## src/rtl/lfsr_pkg.sv

```systemverilog
// Shared types and helpers for the LFSR Hamming-distance engine.
package lfsr_pkg;

    // Controller states: waiting for a request, or producing patterns.
    typedef enum logic {
        IDLE = 1'b0,
        RUN  = 1'b1
    } fsm_state_t;

    // Number of set bits in a word of up to 32 bits.
    function automatic logic [5:0] popcount(input logic [31:0] value);
        logic [5:0] total;
        total = '0;
        for (int i = 0; i < 32; i++) begin
            total = total + 6'(value[i]);
        end
        return total;
    endfunction

endpackage

```

## src/rtl/lfsr_step.sv

```systemverilog
// One Galois LFSR step plus the Hamming distance between old and new state.
module lfsr_step
    import lfsr_pkg::*;
#(
    parameter int WIDTH = 8,
    parameter int HD_W  = $clog2(WIDTH + 1)
) (
    input  logic [WIDTH-1:0] state,
    input  logic [WIDTH-1:0] taps,
    output logic [WIDTH-1:0] next_state,
    output logic [HD_W-1:0]  hd
);

    logic             feedback;
    logic [WIDTH-1:0] tap_mask;
    logic [WIDTH-1:0] diff;

    // Bit 0 of the tap mask has no meaning: the feedback bit always lands there.
    assign tap_mask = taps & {{(WIDTH-1){1'b1}}, 1'b0};
    assign feedback = state[WIDTH-1];

    // Shift left, rotate the MSB into bit 0, and xor it into every tapped position.
    always_comb begin
        next_state = {state[WIDTH-2:0], feedback} ^ (tap_mask & {WIDTH{feedback}});
        diff       = next_state ^ state;
        hd         = HD_W'(popcount(32'(diff)));
    end

endmodule

```

## src/rtl/lfsr_hd_engine.sv

```systemverilog
// Runs a Galois LFSR for a requested number of steps and streams each new
// state together with its Hamming distance from the previous state through
// a valid/ready output slot.
module lfsr_hd_engine
    import lfsr_pkg::*;
#(
    parameter  int WIDTH = 8,
    parameter  int CNT_W = 16,
    localparam int HD_W  = $clog2(WIDTH + 1)
) (
    input  logic             clk,
    input  logic             reset,
    input  logic             start,
    input  logic [WIDTH-1:0] taps,
    input  logic [WIDTH-1:0] seed,
    input  logic [CNT_W-1:0] num_steps,
    input  logic             abort,
    output logic             out_valid,
    input  logic             out_ready,
    output logic [WIDTH-1:0] out_data,
    output logic [HD_W-1:0]  out_hd,
    output logic             busy,
    output logic             done,
    output logic             err
);

    fsm_state_t       fsm;
    logic [WIDTH-1:0] lfsr_state;
    logic [WIDTH-1:0] taps_q;
    logic [CNT_W-1:0] remaining;
    logic             abort_q;

    logic [WIDTH-1:0] step_src;
    logic [WIDTH-1:0] step_taps;
    logic [WIDTH-1:0] step_next;
    logic [HD_W-1:0]  step_hd;
    logic             slot_free;
    logic             abort_pend;

    // In IDLE the stepper works straight from the request inputs, so the first
    // pattern can be loaded on the start edge itself (latency of one cycle).
    assign step_src  = (fsm == IDLE) ? seed : lfsr_state;
    assign step_taps = (fsm == IDLE) ? taps : taps_q;

    lfsr_step #(
        .WIDTH (WIDTH),
        .HD_W  (HD_W)
    ) u_step (
        .state      (step_src),
        .taps       (step_taps),
        .next_state (step_next),
        .hd         (step_hd)
    );

    // The output slot can take a new pattern when empty or being drained now.
    assign slot_free  = !out_valid || out_ready;
    assign abort_pend = abort_q || abort;
    assign busy       = (fsm == RUN);

    // Controller, LFSR state and registered output slot.
    always_ff @(posedge clk) begin
        if (reset) begin
            fsm        <= IDLE;
            lfsr_state <= '0;
            taps_q     <= '0;
            remaining  <= '0;
            abort_q    <= 1'b0;
            out_valid  <= 1'b0;
            out_data   <= '0;
            out_hd     <= '0;
            done       <= 1'b0;
            err        <= 1'b0;
        end else begin
            done <= 1'b0;
            err  <= 1'b0;
            case (fsm)
                IDLE: begin
                    if (start) begin
                        taps_q     <= taps;
                        lfsr_state <= seed;
                        if (seed == '0) begin
                            // An all-zero seed locks the LFSR: refuse the run.
                            done <= 1'b1;
                            err  <= 1'b1;
                        end else if (num_steps == '0) begin
                            done <= 1'b1;
                        end else begin
                            fsm        <= RUN;
                            lfsr_state <= step_next;
                            out_data   <= step_next;
                            out_hd     <= step_hd;
                            out_valid  <= 1'b1;
                            remaining  <= num_steps - CNT_W'(1);
                            abort_q    <= 1'b0;
                        end
                    end
                end
                RUN: begin
                    if (abort_pend && slot_free) begin
                        // Abort takes effect only once the pattern on display is taken.
                        fsm       <= IDLE;
                        out_valid <= 1'b0;
                        abort_q   <= 1'b0;
                        done      <= 1'b1;
                        err       <= 1'b1;
                    end else if (slot_free && remaining == '0) begin
                        fsm       <= IDLE;
                        out_valid <= 1'b0;
                        done      <= 1'b1;
                    end else begin
                        if (slot_free) begin
                            lfsr_state <= step_next;
                            out_data   <= step_next;
                            out_hd     <= step_hd;
                            out_valid  <= 1'b1;
                            remaining  <= remaining - CNT_W'(1);
                        end
                        if (abort) begin
                            abort_q <= 1'b1;
                        end
                    end
                end
                default: begin
                    fsm <= IDLE;
                end
            endcase
        end
    end

endmodule

```

## config.mk

```make
export PLATFORM = sky130hd
export DESIGN_NAME = lfsr_hd_engine
export DESIGN_NICKNAME = d
export VERILOG_FILES = /design/src/rtl/lfsr_pkg.sv /design/src/rtl/lfsr_step.sv /design/src/rtl/lfsr_hd_engine.sv
export SDC_FILE = /design/constraint.sdc
export NUM_CORES = 1
export LEC_CHECK = 0
export CAP_MARGIN = 20
export CORE_ASPECT_RATIO = 1.4
export CORE_MARGIN = 5
export CORE_UTILIZATION = 40
export CTS_CLUSTER_DIAMETER = 60
export DETAILED_ROUTE_END_ITERATION = 10
export GPL_TIMING_DRIVEN = 0
export MAX_ROUTING_LAYER = met4
export PLACE_DENSITY = 0.58
export SLEW_MARGIN = 20
export SYNTH_ARGS = -nofsm -noshare
export SYNTH_HDL_FRONTEND = slang
export SYNTH_HIERARCHICAL = 1
export SYNTH_SLANG_ARGS = --single-unit
```

## constraint.sdc

```tcl
create_clock -name clk -period 6 [get_ports clk]
set_input_delay 1.2 -clock clk [delete_from_list [all_inputs] [get_ports clk]]
set_output_delay 1.2 -clock clk [all_outputs]
set_load 0.05 [all_outputs]
```

==> impl_metrics.ini <==
[critical_path]
r2r-start = busy
cp_data_required_time_ps = 6220
rrSetupSlack_ps = 520
r2r-end = out_hd[2]
crit_type = flip-flop to flip-flop
cpPeakStageDelay_ps = 580
arrival_ps = 5700
endpoint = out_hd[2]
worst_setup_path_end_kind = flip-flop
crit_path_start_kind = flip-flop
cpMostUsedCell = fa_1
crit_path_top_delay_cell = fa_1
path_cells = buf_2, buf_2, buf_1, buf_1, mux2_2, xnor3_1, fa_1, fa_1, fa_1, ha_1, inv_1, fa_1, xnor2_1, nand2_1, a21oi_1
worstPathMaxFanout = 10
r2r_cells = 15
startpoint = busy

[clock_tree]
root_buffer = clkbuf_16
clock_latency_ps = 290
htreeDepth = 2
cts_tree = done
cts_buffer_depth = 2
clock_sinks = 48
clk_pin_slew_ps = 70
ctsHoldBuffers = 0
cts_resized = 0
post-cts-setup-buffers = 0
cts_made_buffers = 5

[sta]
rsz0062_at_grt = false
period_share_pct = 91.3
period_needed_ps = 5480
slew_viol_final = 0
report.final.setup_viol = 0
finClkSkew_ps = 9.28
hold_viol = 0
relSlewSlack_pct = 53.3
worst_pin_slew_ps = 700
setup_tns_ps = 0
max_freq_mhz = 183

[grt]
grt_pass1_wl_mm = 17.3
track_usage_pct = 21.9
grt_pass1_vias = 3420
grt_start_max_net_pins = 15
antenna_found_initial = 0
grt_overflow = 0

[placed_design]
hpwl_mm = 8.32
dp_cells = 555
place.gp.congestion = 0.930
placement.io_buffers = 50

[logic_synthesis]
syn_area_per_cell_sq_um = 8.38
yosys_warnings = 6
synthCells = 403
synth_fp_nets = 448
synthesis.area_sq_um = 3380

[floorplan]
die_y_um = 119
initial_core_util_pct = 41.2
boundaryPins = 53
die_w_um = 87.6
rows = 39
core_sq_um = 8200
die_area_sq_um = 10400

[drt]
via_per_inst = 5.93
wl_mm = 11.0
drt_iter0_drc = 262
post_drt_wl_per_cell_um = 19.6
via_count = 3340
drt-pass1-iter-count = 4
antenna_left = 0
drc = 0

[pwr]
p_seq_share_pct = 32.0
p_int_mw = 0.739
peakVddDrop_mv = 0.261
p_leak_nw = 1.48
sw_frac_of_total_pct = 37.6
power.net_switching_mw = 0.444
powerDensity_nw_per_um2 = 285
p_comb_share_pct = 42.8
clkPwrFrac_pct = 25.2

[hold_path]
whs_path_depth = 2
hold_path.class = flip-flop to flip-flop

[cells_and_area]
drive_gt1_share_pct = 11.9
antenna_cells = 0
stdcell_count = 563
multi_input_area_sq_um = 2220
syn_to_final_growth_pct = 23.1
nNetsFinal = 505
fillers = 828
seqCellArea_sq_um = 961

[run_status]
status = finished clean

[run]
max_cap_violations = 0
==> worst min-delay path by stage <==
stage                     to           from
2_1_floorplan  lfsr_state[4]  lfsr_state[4]
3_3_place_gp   lfsr_state[7]  lfsr_state[7]
3_5_place_dp   lfsr_state[4]  lfsr_state[4]
4_1_cts        lfsr_state[7]  lfsr_state[7]
5_1_grt          out_data[0]    out_data[0]
6_report       lfsr_state[6]  lfsr_state[6]
==> worst max-delay path, delay by kind of cell (launching register included) <==
kind            cells  cell delay (ps)
compound gates      1              120
xor+xnor            2              550
flops               1              470
buf+inv             5             1590
mux                 1              440
simple gates        1               70
fa+ha+maj           5             2170
==> final cells by class <==
class                      count  share of cell area, %
buffer                        28                   3.89
clock buffer                   7                   3.43
clock inverter                 1                  0.181
inverter                       8                  0.723
multi-input combinational    319                   53.5
sequential                    48                   23.1
tap                          102                   3.07
timing repair buffer          50                   12.0
==> placed cells by master (no fill, tap or decap), drive strengths merged, types with 9 or more instances in the layout <==
cell,count
nand2,66
clkdlybuf4s50,50
dfxtp,48
a21oi,39
nor2,29
clkbuf,20
mux2,16
buf,15
nor3,12
o21ai,12
nand3,11
xnor2,9
==> power by group through the flow <==
stage	Clock (mW)	Combinational, mW	Sequential (mW)
after floorplan	0	0.311	0.425
after global placement	0	0.506	0.384
after detailed placement	0	0.507	0.385
after CTS	0.303	0.510	0.378
after global routing	0.316	0.563	0.382
final	0.298	0.507	0.379
==> through the flow <==
stage	worst slack (ps)	total power, mW	cell area (sq um)	hold WS, ps	utilization [%]
after floorplan	1000	0.736	3380	428	-
after global placement	583	0.890	4000	436	48.8
after detailed placement	557	0.893	4000	441	48.8
after CTS	542	1.19	4150	455	50.7
after global routing	283	1.26	4150	477	50.7
final	521	1.18	4150	454	50.7
==> routing by layer <==
metal  vias to the layer above  global-route usage [%]  share of wire (%)  routed length (um)
met2                       103                    39.1                 54                5900
met3                        29                    2.99                4.3                 478
met4                         0                    11.1                3.8                 419
met5                         -                       -                  0                   0
met1                      1622                    22.8                 38                4210
li1                       1586                       -                  -                   -
==> state kept, by name (all words and copies together), names as in the netlist, 4 cells and up <==
register	cells
out_data	8
remaining	16
lfsr_state	8
out_hd	4
taps_q	7
Power figures use the tool's default switching activity.
